===== src/rtl/conv_pkg.sv =====
// Shared types and constants for the 32-to-16 converter.
// Mode encodings, FSM states and saturation limits.
package conv_pkg;

  typedef enum logic [1:0] {
    MODE_SPLIT = 2'b00,
    MODE_TRUNC = 2'b01,
    MODE_SATS  = 2'b10,
    MODE_SATU  = 2'b11
  } mode_e;

  typedef enum logic [1:0] {
    ST_IDLE  = 2'b00,
    ST_BEAT0 = 2'b01,
    ST_BEAT1 = 2'b10
  } state_e;

  localparam logic [15:0] SAT16_MAX  = 16'h7FFF;
  localparam logic [15:0] SAT16_MIN  = 16'h8000;
  localparam logic [15:0] SAT16_UMAX = 16'hFFFF;

  typedef struct packed {
    logic [31:0] data;
    mode_e       mode;
  } hold_t;

endpackage


===== src/rtl/conv32to16_narrow.sv =====
// Combinational narrowing of a 32-bit word to one halfword.
// SPLIT is passed through; the top selects halves itself.
module conv32to16_narrow
  import conv_pkg::*;
(
  input  logic [31:0] word_i,
  input  mode_e       mode_i,
  output logic [15:0] val_o,
  output logic        sat_o
);

  logic pos_ovf;
  logic neg_ovf;

  // Signed overflow: the top 17 bits are not a pure sign extension.
  assign pos_ovf = ~word_i[31] & (|word_i[30:15]);
  assign neg_ovf =  word_i[31] & ~(&word_i[30:15]);

  // Clamp or truncate according to the sampled mode.
  always_comb begin
    val_o = word_i[15:0];
    sat_o = 1'b0;
    unique case (mode_i)
      MODE_SATS: begin
        if (pos_ovf) begin
          val_o = SAT16_MAX;
          sat_o = 1'b1;
        end else if (neg_ovf) begin
          val_o = SAT16_MIN;
          sat_o = 1'b1;
        end
      end
      MODE_SATU: begin
        if (|word_i[31:16]) begin
          val_o = SAT16_UMAX;
          sat_o = 1'b1;
        end
      end
      default: ;
    endcase
  end

endmodule


===== src/rtl/conv32to16.sv =====
// 32-bit to 16-bit stream converter with valid/ready on both sides.
// Outputs decode only from the held word and FSM state.
module conv32to16
  import conv_pkg::*;
#(
  parameter bit HIGH_FIRST = 1'b0
) (
  input  logic        Clk,
  input  logic        Reset_n,
  input  logic        In_Valid,
  output logic        In_Ready,
  input  logic [31:0] In_Data,
  input  logic [1:0]  Mode,
  output logic        Out_Valid,
  input  logic        Out_Ready,
  output logic [15:0] Out_Data,
  output logic        Out_Last,
  output logic        Out_Sat
);

  state_e      state_q, state_d;
  hold_t       hold_q, hold_d;
  logic        live_q;
  logic        split;
  logic        last;
  logic        in_fire;
  logic [15:0] nar_val;
  logic        nar_sat;

  conv32to16_narrow u_narrow (
    .word_i (hold_q.data),
    .mode_i (hold_q.mode),
    .val_o  (nar_val),
    .sat_o  (nar_sat)
  );

  assign split   = (hold_q.mode == MODE_SPLIT);
  assign last    = (state_q == ST_BEAT1) |
                   ((state_q == ST_BEAT0) & ~split);
  assign In_Ready = Reset_n & live_q &
                    ((state_q == ST_IDLE) | (last & Out_Ready));
  assign in_fire = In_Valid & In_Ready;

  // State, hold register and post-reset guard cycle.
  always_ff @(posedge Clk) begin
    if (!Reset_n) begin
      state_q <= ST_IDLE;
      hold_q  <= '0;
      live_q  <= 1'b0;
    end else begin
      state_q <= state_d;
      hold_q  <= hold_d;
      live_q  <= 1'b1;
    end
  end

  // Next state: advance on sink ready, reload on acceptance.
  always_comb begin
    state_d = state_q;
    hold_d  = hold_q;
    unique case (state_q)
      ST_IDLE: ;
      ST_BEAT0: begin
        if (Out_Ready) state_d = split ? ST_BEAT1 : ST_IDLE;
      end
      ST_BEAT1: begin
        if (Out_Ready) state_d = ST_IDLE;
      end
      default: state_d = ST_IDLE;
    endcase
    if (in_fire) begin
      state_d     = ST_BEAT0;
      hold_d.data = In_Data;
      hold_d.mode = mode_e'(Mode);
    end
  end

  // Beat decode from registered state only.
  always_comb begin
    Out_Valid = (state_q != ST_IDLE);
    Out_Last  = last;
    Out_Data  = '0;
    Out_Sat   = 1'b0;
    unique case (state_q)
      ST_BEAT0: begin
        if (split) begin
          Out_Data = HIGH_FIRST ? hold_q.data[31:16]
                                : hold_q.data[15:0];
        end else begin
          Out_Data = nar_val;
          Out_Sat  = nar_sat;
        end
      end
      ST_BEAT1: begin
        Out_Data = HIGH_FIRST ? hold_q.data[15:0]
                              : hold_q.data[31:16];
      end
      default: ;
    endcase
  end

endmodule


===== config.mk =====
export PLATFORM = sky130hd
export DESIGN_NAME = conv32to16
export DESIGN_NICKNAME = d
export VERILOG_FILES = /design/src/rtl/conv_pkg.sv /design/src/rtl/conv32to16_narrow.sv /design/src/rtl/conv32to16.sv
export SDC_FILE = /design/constraint.sdc
export NUM_CORES = 1
export LEC_CHECK = 0
export CAP_MARGIN = 25
export CORE_UTILIZATION = 30
export DETAILED_ROUTE_END_ITERATION = 10
export GPL_ROUTABILITY_DRIVEN = 0
export PLACE_DENSITY = 0.52
export SETUP_SLACK_MARGIN = 0.02
export SLEW_MARGIN = 20
export SYNTH_ARGS = -nofsm -noshare
export SYNTH_HDL_FRONTEND = slang
export SYNTH_SLANG_ARGS = --single-unit

===== constraint.sdc =====
create_clock -name Clk -period 4.1 [get_ports Clk]
set_clock_uncertainty 0.1 [all_clocks]
set_input_delay 0.82 -clock Clk [delete_from_list [all_inputs] [get_ports Clk]]
set_output_delay 0.82 -clock Clk [all_outputs]
set_load 0.01 [all_outputs]

# Word-level counts from Yosys, hierarchy flattened
# Index checks and enable logic that the tools add are counted.
[totals] in_bits=38 register_bits=37 word_cells=55
[op_classes] n_bitwise=14 n_eq_ne=9 muxes=18 reduce_logical=9
[op_table] cell="16-bit two-way mux" count=4
[op_table] cell="16-bit one-hot mux with 2 select lines" count=2
[op_table] cell="16-bit OR reduction" count=2
[op_table] cell="16-bit AND reduction" count=1
[op_table] cell="1-bit bitwise AND" count=7
[op_table] cell="1-bit two-way mux" count=7
[op_table] cell="2-bit equality test (second input constant)" count=3
[op_table] cell="2-bit two-way mux" count=3
[op_table] cell="2-bit != test (second input constant)" count=3
[op_table] cell="3-bit != test (second input constant)" count=2
[op_table] cell="2-bit one-hot mux with 3 select lines" count=1
[op_table] cell="3-bit AND reduction" count=2
[op_table] cell="1-bit inverter" count=5
[op_table] cell="2-bit logical NOT" count=2
[op_table] cell="2-bit by 1-bit equality test with 1-bit output (second input constant)" count=1
[op_table] cell="1-bit OR" count=2
[op_table] cell="1-bit one-hot mux with 2 select lines" count=1
[op_table] cell="2-bit nonzero test" count=1
[op_table] cell="2-bit OR reduction" count=1

# Longest topological paths before layout
# Gate-level depths: netlist (run 1).
[logic_depth] ltp_word=10 ltp_mapped=8 ltp_nobuf=7

# Cells and area by module
# From an unflattened synthesis (run 1), not the netlist that was laid out.
[hier_totals] hier_cells=245 area_unflattened_um2=2158.3
[by_module_without_submodules] module="conv32to16" seq_area_each_um2=740.7 cells_per_inst=207 area_each_um2=1888.1 n_inst=1
[by_module_without_submodules] module="conv32to16_narrow" seq_area_each_um2=0.0 cells_per_inst=38 area_each_um2=270.3 n_inst=1

# Worst setup path after synthesis (run 1)
# No wires, ideal clock.
[synth_timing] path_type="input -> output" startpoint="in Reset_n" endpoint="out In_Ready" path_buffers=2 cell_stages=3 t_arrival_ns=1.584 setup_slack_ns=1.596 cell_sequence="clkbuf_1 buf_1 o211a_1"
[synth_between] elab_chain_cells=2
[synth_lines] element="start: declaration" line_no="conv32to16.sv:9" source="input logic Reset_n,"
[synth_lines] element="1-bit bitwise AND (2 in a row)" line_no="conv32to16.sv:40" source="assign In_Ready = Reset_n & live_q &"
[synth_lines] element="end: declaration" line_no="conv32to16.sv:11" source="output logic In_Ready,"
# Every way passes these cells.

# Worst setup path in the final report (run 1)
[layout_timing] startpoint="reg hold_q[27] (netlist name)" endpoint="out Out_Data[2]"
[layout_between] elab_chain_cells=8
[layout_lines] element="start: declaration" line_no="conv32to16.sv:22" source="hold_t hold_q, hold_d;"
[layout_lines] element="start signal: assignment" line_no="conv32to16.sv:52" source="hold_q <= hold_d;"
[layout_lines] element="16-bit AND reduction" line_no="conv32to16_narrow.sv:17" source="assign neg_ovf = word_i[31] & ~(&word_i[30:15]);"
[layout_lines] element="1-bit inverter" line_no="conv32to16_narrow.sv:17"
[layout_lines] element="1-bit bitwise AND" line_no="conv32to16_narrow.sv:17"
[layout_lines] element="16-bit two-way mux" line_no="conv32to16_narrow.sv:28" source="end else if (neg_ovf) begin"
[layout_lines] element="16-bit two-way mux" line_no="conv32to16_narrow.sv:25" source="if (pos_ovf) begin"
[layout_lines] element="16-bit one-hot mux with 2 select lines *" line_no="conv32to16_narrow.sv:23" source="unique case (mode_i)"
[layout_lines] element="16-bit two-way mux *" line_no="conv32to16.sv:86" source="if (split) begin"
[layout_lines] element="16-bit one-hot mux with 2 select lines *" line_no="conv32to16.sv:84" source="unique case (state_q)"
[layout_lines] element="end: declaration" line_no="conv32to16.sv:16" source="output logic [15:0] Out_Data,"
# Every way passes the cells marked *; elsewhere a longest branch is shown, timed or not.

==> results of run 1 <==
final timing paths:
kind              slack [ps]     endpoint  depth (start not counted)  startpoint
setup reg to reg        1500   hold_q[32]                          9  state_q[1]
hold / removal           360   hold_q[15]                          2  hold_q[15]
hold reg to reg          360   hold_q[15]                          2  hold_q[15]
setup / recovery         580  Out_Data[2]                          6  hold_q[27]
cells by family after synthesis:
family	share of synthesized area
AOI/OAI and AO/OA	0.295
adders and majority gates	0.0185
buffers and inverters	0.129
DFF	0.366
and+or+nand+nor	0.191
layer usage:
layer / global-route usage / vias up
met5: 0 / -
met4: 0.0423 / 0
met3: 0.0334 / 2
met2: 0.256 / 35
met1: 0.236 / 898
li1: - / 1019
worst min-delay path, stage by stage, from the launching register on:
cell and delay, ps:
dfxtp_1 310, nand3_1 50, o21ai_1 50
power by group:
group | switching (W) | total (W) | internal [W]
sequential | 0.0000232 | 0.000403 | 0.000380
combinational | 0.0000683 | 0.000141 | 0.0000730
clock | 0.000130 | 0.000282 | 0.000152
registers in the layout, indices dropped and copies added, names as in the netlist:
name,flops
hold_q,34
live_q,1
state_q,2
layout make-up:
cell class / count / area (um^2) / share of cell area
Sequential cell: 37 / 741 / 0.272
Timing Repair Buffer: 62 / 608 / 0.223
Multi-Input combinational cell: 171 / 1030 / 0.380
Clock buffer: 7 / 96.3 / 0.0354
Inverter: 38 / 143 / 0.0524
Tap cell: 77 / 96.3 / 0.0354
Clock inverter: 1 / 5.00 / 0.00184
synthesized netlist by cell type, types with 2 or more instances:
library cell and count:
ha_1 3, nor2_1 4, a22oi_1 14, a21oi_1 4, nand3_1 34, and3_1 2, buf_2 4, o21ai_0 17
nor4_1 3, a21oi_2 10, dfxtp_1 37, clkbuf_1 12, buf_1 2, o21ai_1 23, nor2b_1 3, inv_1 38
nand2_1 21, a21boi_1 2, buf_4 2, a21o_1 14, nand4_1 6
metrics by stage:
stage / instance area, um^2 / cells
floorplan: 2030 / 268
global placement: 2620 / 385
detailed placement: 2620 / 385
CTS: 2720 / 393
global route: 2720 / 393
finish: 2720 / 393
==> impl_metrics.csv, run 1 <==
group,metric,value,unit
yosys,yosys.area.top_type,"dfxtp_1",
cells_and_area,finalNetCount,356,
worst_setup_path,worst-path-max-fanout,17,
clocking,setup_buffers_after_cts,0,
yosys,synth-seq-area-share,0.366,
outcome,violated_checks,"DRC",
cells_and_area,finalCoreUtilization,0.424,
floorplan,fp.coreArea,6420,um^2
power_and_ir_drop,maximum_vdd_drop,0.145,mV
clocking,ctsHtreeMaxLevel,2,
sta,max-slew-margin-rel,0.599,
detailed_routing,drc,4,
clocking,post_cts_resized,0,
clocking,cts_made_buffers,5,
worst_setup_path,worstPathCellList,"nand4_1 > nor4_1 > or3_1 > a22oi_1 > a21oi_1 > clkdlybuf4s50_1",
power_and_ir_drop,report.power.total,0.000826,W
floorplan,die_width,84.2,um
global_route,grt_remaining_overflow,0,
detailed_routing,wl_per_cell,13.8,um
clocking,cts_tree,"built",
sta,period_needed,3520,ps
sta,timing_max_transition_violations_final,0,
flow_run,max-cap-violations,0,
worst_setup_path,cp_class,"flip-flop to output pin",
placement,worst_setup_slack_after_placement,819,ps
floorplan,initial_utilization,0.315,
detailed_routing,viasPerCell,4.97,
placement,place.detailed.hpwl,3730,um
sta,final.setup.tns,0,ps
yosys,syn_area,2030,um^2
floorplan,chipHeight,84.2,um
cells_and_area,layout.cells.most_common_list,"57 x clkdlybuf4s50_1, 38 x inv_1, 37 x dfxtp_1, 34 x nand3_1, 23 x o21ai_1",
floorplan,std_cell_rows,29,
global_route,initial_antenna_violation_count,0,
yosys,netlist_instances,268,
sta,worstMarginPinSlew,602,ps
worst_setup_path,start_kind,"flip-flop",
yosys,synth.lib_cells_used.distinct,34,
clocking,root_buffer,"clkbuf_8",
placement,place.port_buffers,57,
sta,postLayoutSetupSlackWorst,580,ps
worst_setup_path,cpPeakStageDelay,570,ps
detailed_routing,route.met2.wl,2500,um
power_and_ir_drop,leakage,1.14,nW
clocking,worst_skew_pair.late_latency,290,ps
floorplan,io-pin-count,58,
detailed_routing,dr_wl_met3,197,um
detailed_routing,drt-initial-drc-count,136,
yosys,synth_enable_flop_cells,0,
detailed_routing,routed_wirelength,5420,um
sta,finalHoldWorstSlack,360,ps
clocking,cts.sink_count,37,
cells_and_area,fillerInstances,673,
detailed_routing,vias,1954,
outcome,run_status,"finished, violations left",
cells_and_area,post_route_cells_drive_above_1_share,0.0823,
detailed_routing,first_pass_iters,7,
clocking,max-clock-path-buffers,2,
cells_and_area,antenna-diode-count,0,
yosys,yosys-top-cells-area,"dfxtp_1 37%, nand3_1 8.4%, inv_1 7.0%",
detailed_routing,highest-signal-layer,"met4",
yosys,synth_top_cell_area_share,0.366,
worst_setup_path,critical_path_arrival,2600,ps
clocking,cts.hold.buffers_added,0,
global_route,grt_pass1_vias,1912,
cells_and_area,mostFrequentLayoutCell,"clkdlybuf4s50_1",
sta,setup_viol,0,
global_route,grt_start_max_net_pins,51,
worst_setup_path,cpLargestDelayFamily,"simple AND/OR/NAND/NOR gates",
power_and_ir_drop,power.density_cell_area,303,nW/um^2
worst_setup_path,worstPathRequired,3180,ps
clocking,cts.reportedPaths.clkPinSlew,70,ps
yosys,synth_async_sr_flop_share,0,
sta,layout_worst_path_cycle_share,0.858,
detailed_routing,postRouteAntennaNets,0,
yosys,postSynthRegisterBits,37,
worst_setup_path,setup.worst_path.end_class,"output pin",
floorplan,die_area,7080,um^2
worst_hold_path,holdCritPathClass,"flip-flop to flip-flop",
global_route,grt_pass1_wl,9420,um
cells_and_area,synthToLayoutAreaGrowth,34.5,%
sta,setup_repair_after_global_routing_missed_its_margin,"false",
global_route,globalRouteTotalUtil,0.166,
sta,fmax,0.284,GHz
yosys,yosysWarningCount,0,
yosys,ys_dominant_reg_cell,"dfxtp_1",
detailed_routing,drt-met1-wl,2680,um
worst_setup_path,critical_path.n_buffers_inverters,1,
yosys,avgSynthCellArea,7.56,um^2
worst_setup_path,timing.critical_path.slowest_stage_cell,"clkdlybuf4s50_1",
sta,final-hold-violation-count,0,
yosys,postSynthNetCount,309,
Note: power is estimated with default switching activity, not from simulation.
==> run 2, diff against run 1 <==
--- a/config.mk
+++ b/config.mk
@@ -9,9 +9,11 @@
 export CORE_UTILIZATION = 30
 export DETAILED_ROUTE_END_ITERATION = 10
 export GPL_ROUTABILITY_DRIVEN = 0
+export MAX_ROUTING_LAYER = met4
 export PLACE_DENSITY = 0.52
 export SETUP_SLACK_MARGIN = 0.02
 export SLEW_MARGIN = 20
 export SYNTH_ARGS = -nofsm -noshare
 export SYNTH_HDL_FRONTEND = slang
 export SYNTH_SLANG_ARGS = --single-unit
+export TNS_END_PERCENT = 10
==> impl_metrics.csv, run 2 (synthesized netlist as in run 1, its figures left out) <==
group,metric,value,unit
worst_setup_path,start_kind,"flip-flop",
power_and_ir_drop,power_report.internal_total,0.000605,W
detailed_routing,drc,4,
sta,worstMarginPinSlew,600,ps
floorplan,fp.coreArea,6420,um^2
placement,place.detailed.hpwl,3730,um
sta,postLayoutSetupSlackWorst,595,ps
power_and_ir_drop,seqPwrFrac,0.489,
cells_and_area,antenna-diode-count,0,
power_and_ir_drop,netSwitchingPower,0.000221,W
floorplan,initial_utilization,0.315,
power_and_ir_drop,share_comb_of_total_power,0.172,
placement,placed_cell_area,2620,um^2
cells_and_area,layout.cells.most_common_list,"57 x clkdlybuf4s50_1, 38 x inv_1, 37 x dfxtp_1, 34 x nand3_1, 23 x o21ai_1",
clocking,max-clock-path-buffers,2,
cells_and_area,largestRegisters,"hold_q (34), state_q (2), live_q (1)",
power_and_ir_drop,power.density_cell_area,303,nW/um^2
cells_and_area,register_with_the_most_flip_flops,"hold_q",
sta,final-hold-violation-count,0,
worst_setup_path,worstPathRequired,3180,ps
detailed_routing,drt-initial-drc-count,151,
cells_and_area,finalNetCount,356,
cells_and_area,final_cell_area,2720,um^2
sta,final.setup.tns,0,ps
clocking,cts_tree,"built",
clocking,ctsHtreeMaxLevel,2,
global_route,grt_remaining_overflow,0,
placement,worst_setup_slack_after_placement,819,ps
power_and_ir_drop,clock_power_share,0.340,
worst_setup_path,cp_class,"flip-flop to output pin",
flow_run,max-cap-violations,0,
global_route,grt_pass1_wl,9430,um
sta,setup_repair_after_global_routing_missed_its_margin,"false",
placement,place.port_buffers,57,
worst_hold_path,holdCritPathClass,"flip-flop to flip-flop",
detailed_routing,viasPerCell,5.04,
detailed_routing,postRouteAntennaNets,0,
floorplan,chipHeight,84.2,um
worst_setup_path,worst-path-max-fanout,17,
clocking,post_cts_resized,0,
outcome,run_status,"finished, violations left",
clocking,worst_skew_pair.late_latency,280,ps
global_route,grt_start_max_net_pins,51,
cells_and_area,post_route_cells_drive_above_1_share,0.0823,
sta,layout_worst_path_cycle_share,0.855,
cells_and_area,largest_register_ffs,34,
global_route,grt_pass1_vias,1900,
cells_and_area,mostFrequentLayoutCell,"clkdlybuf4s50_1",
global_route,globalRouteTotalUtil,0.171,
floorplan,std_cell_rows,29,
placement,dpl.cell_count,385,
worst_setup_path,critical_path_arrival,2590,ps
worst_setup_path,setup.worst_path.end_class,"output pin",
sta,fmax,0.285,GHz
detailed_routing,vias,1979,
global_route,initial_antenna_violation_count,0,
sta,max-slew-margin-rel,0.600,
power_and_ir_drop,p_sw_frac,0.267,
detailed_routing,routed_wirelength,5420,um
floorplan,io-pin-count,58,
clocking,cts.reportedPaths.clkPinSlew,70,ps
clocking,setup_buffers_after_cts,0,
floorplan,die_width,84.2,um
clocking,cts.sink_count,37,
power_and_ir_drop,maximum_vdd_drop,0.145,mV
outcome,violated_checks,"DRC",
sta,timing_max_transition_violations_final,0,
clocking,root_buffer,"clkbuf_8",
cells_and_area,synthToLayoutAreaGrowth,34.5,%
power_and_ir_drop,leakage,1.14,nW
detailed_routing,first_pass_iters,7,
detailed_routing,wl_per_cell,13.8,um
cells_and_area,layout.cells.non_filler,393,
floorplan,die_area,7080,um^2
clocking,cts_made_buffers,5,
clocking,cts.hold.buffers_added,0,
sta,period_needed,3510,ps
sta,setup_viol,0,
==> run 2: final cells by class <==
class / instances / area [um^2]
fillers: 673 / 3700
multi-input cells: 171 / 1030
flip-flops and latches: 37 / 741
repair buffers: 62 / 608
inverters: 38 / 143
clock buffers: 7 / 96.3
well taps: 77 / 96.3
clock inverters: 1 / 5.00
==> run 2: power by group through the flow <==
| stage | sequential [W] | combinational, W | clock [W] |
|---|---|---|---|
| finish | 0.000403 | 0.000142 | 0.000280 |
| global route | 0.000407 | 0.000159 | 0.000305 |
| CTS | 0.000403 | 0.000143 | 0.000291 |
| detailed placement | 0.000411 | 0.000142 | 0 |
| global placement | 0.000411 | 0.000141 | 0 |
| floorplan | 0.000403 | 0.0000850 | 0 |
==> run 2: path summary, 6_finish.rpt <==
check / start / cells past startpoint / slack [ps] / end
hold reg to reg: hold_q[15] / 2 / 360 / hold_q[15]
hold / removal: hold_q[15] / 2 / 360 / hold_q[15]
setup / recovery: hold_q[27] / 6 / 590 / Out_Data[2]
setup reg to reg: state_q[1] / 9 / 1490 / hold_q[32]
==> run 2: worst max-delay path, stage by stage (launching register included) <==
cell             delay, ps
dfxtp_1                450
nand4_1                150
nor4_1                 240
or3_1                  530
a22oi_1                140
a21oi_1                210
clkdlybuf4s50_1        570
==> run 2: through the flow <==
step	total power [W]	utilization	hold WS (ps)
after floorplan	0.000488	-	340
after global placement	0.000552	0.408	347
after detailed placement	0.000553	0.408	353
after CTS	0.000837	0.424	363
after global routing	0.000870	0.424	382
final	0.000826	0.424	360
==> run 2: layer usage <==
layer / GRT usage / share of wire / wire (um) / vias up
met5: - / 0 / 0 / -
met4: 0.0423 / 0.0059 / 32 / 0
met3: 0.0334 / 0.035 / 190 / 2
met2: 0.256 / 0.47 / 2540 / 36
met1: 0.237 / 0.49 / 2660 / 922
li1: - / - / - / 1019
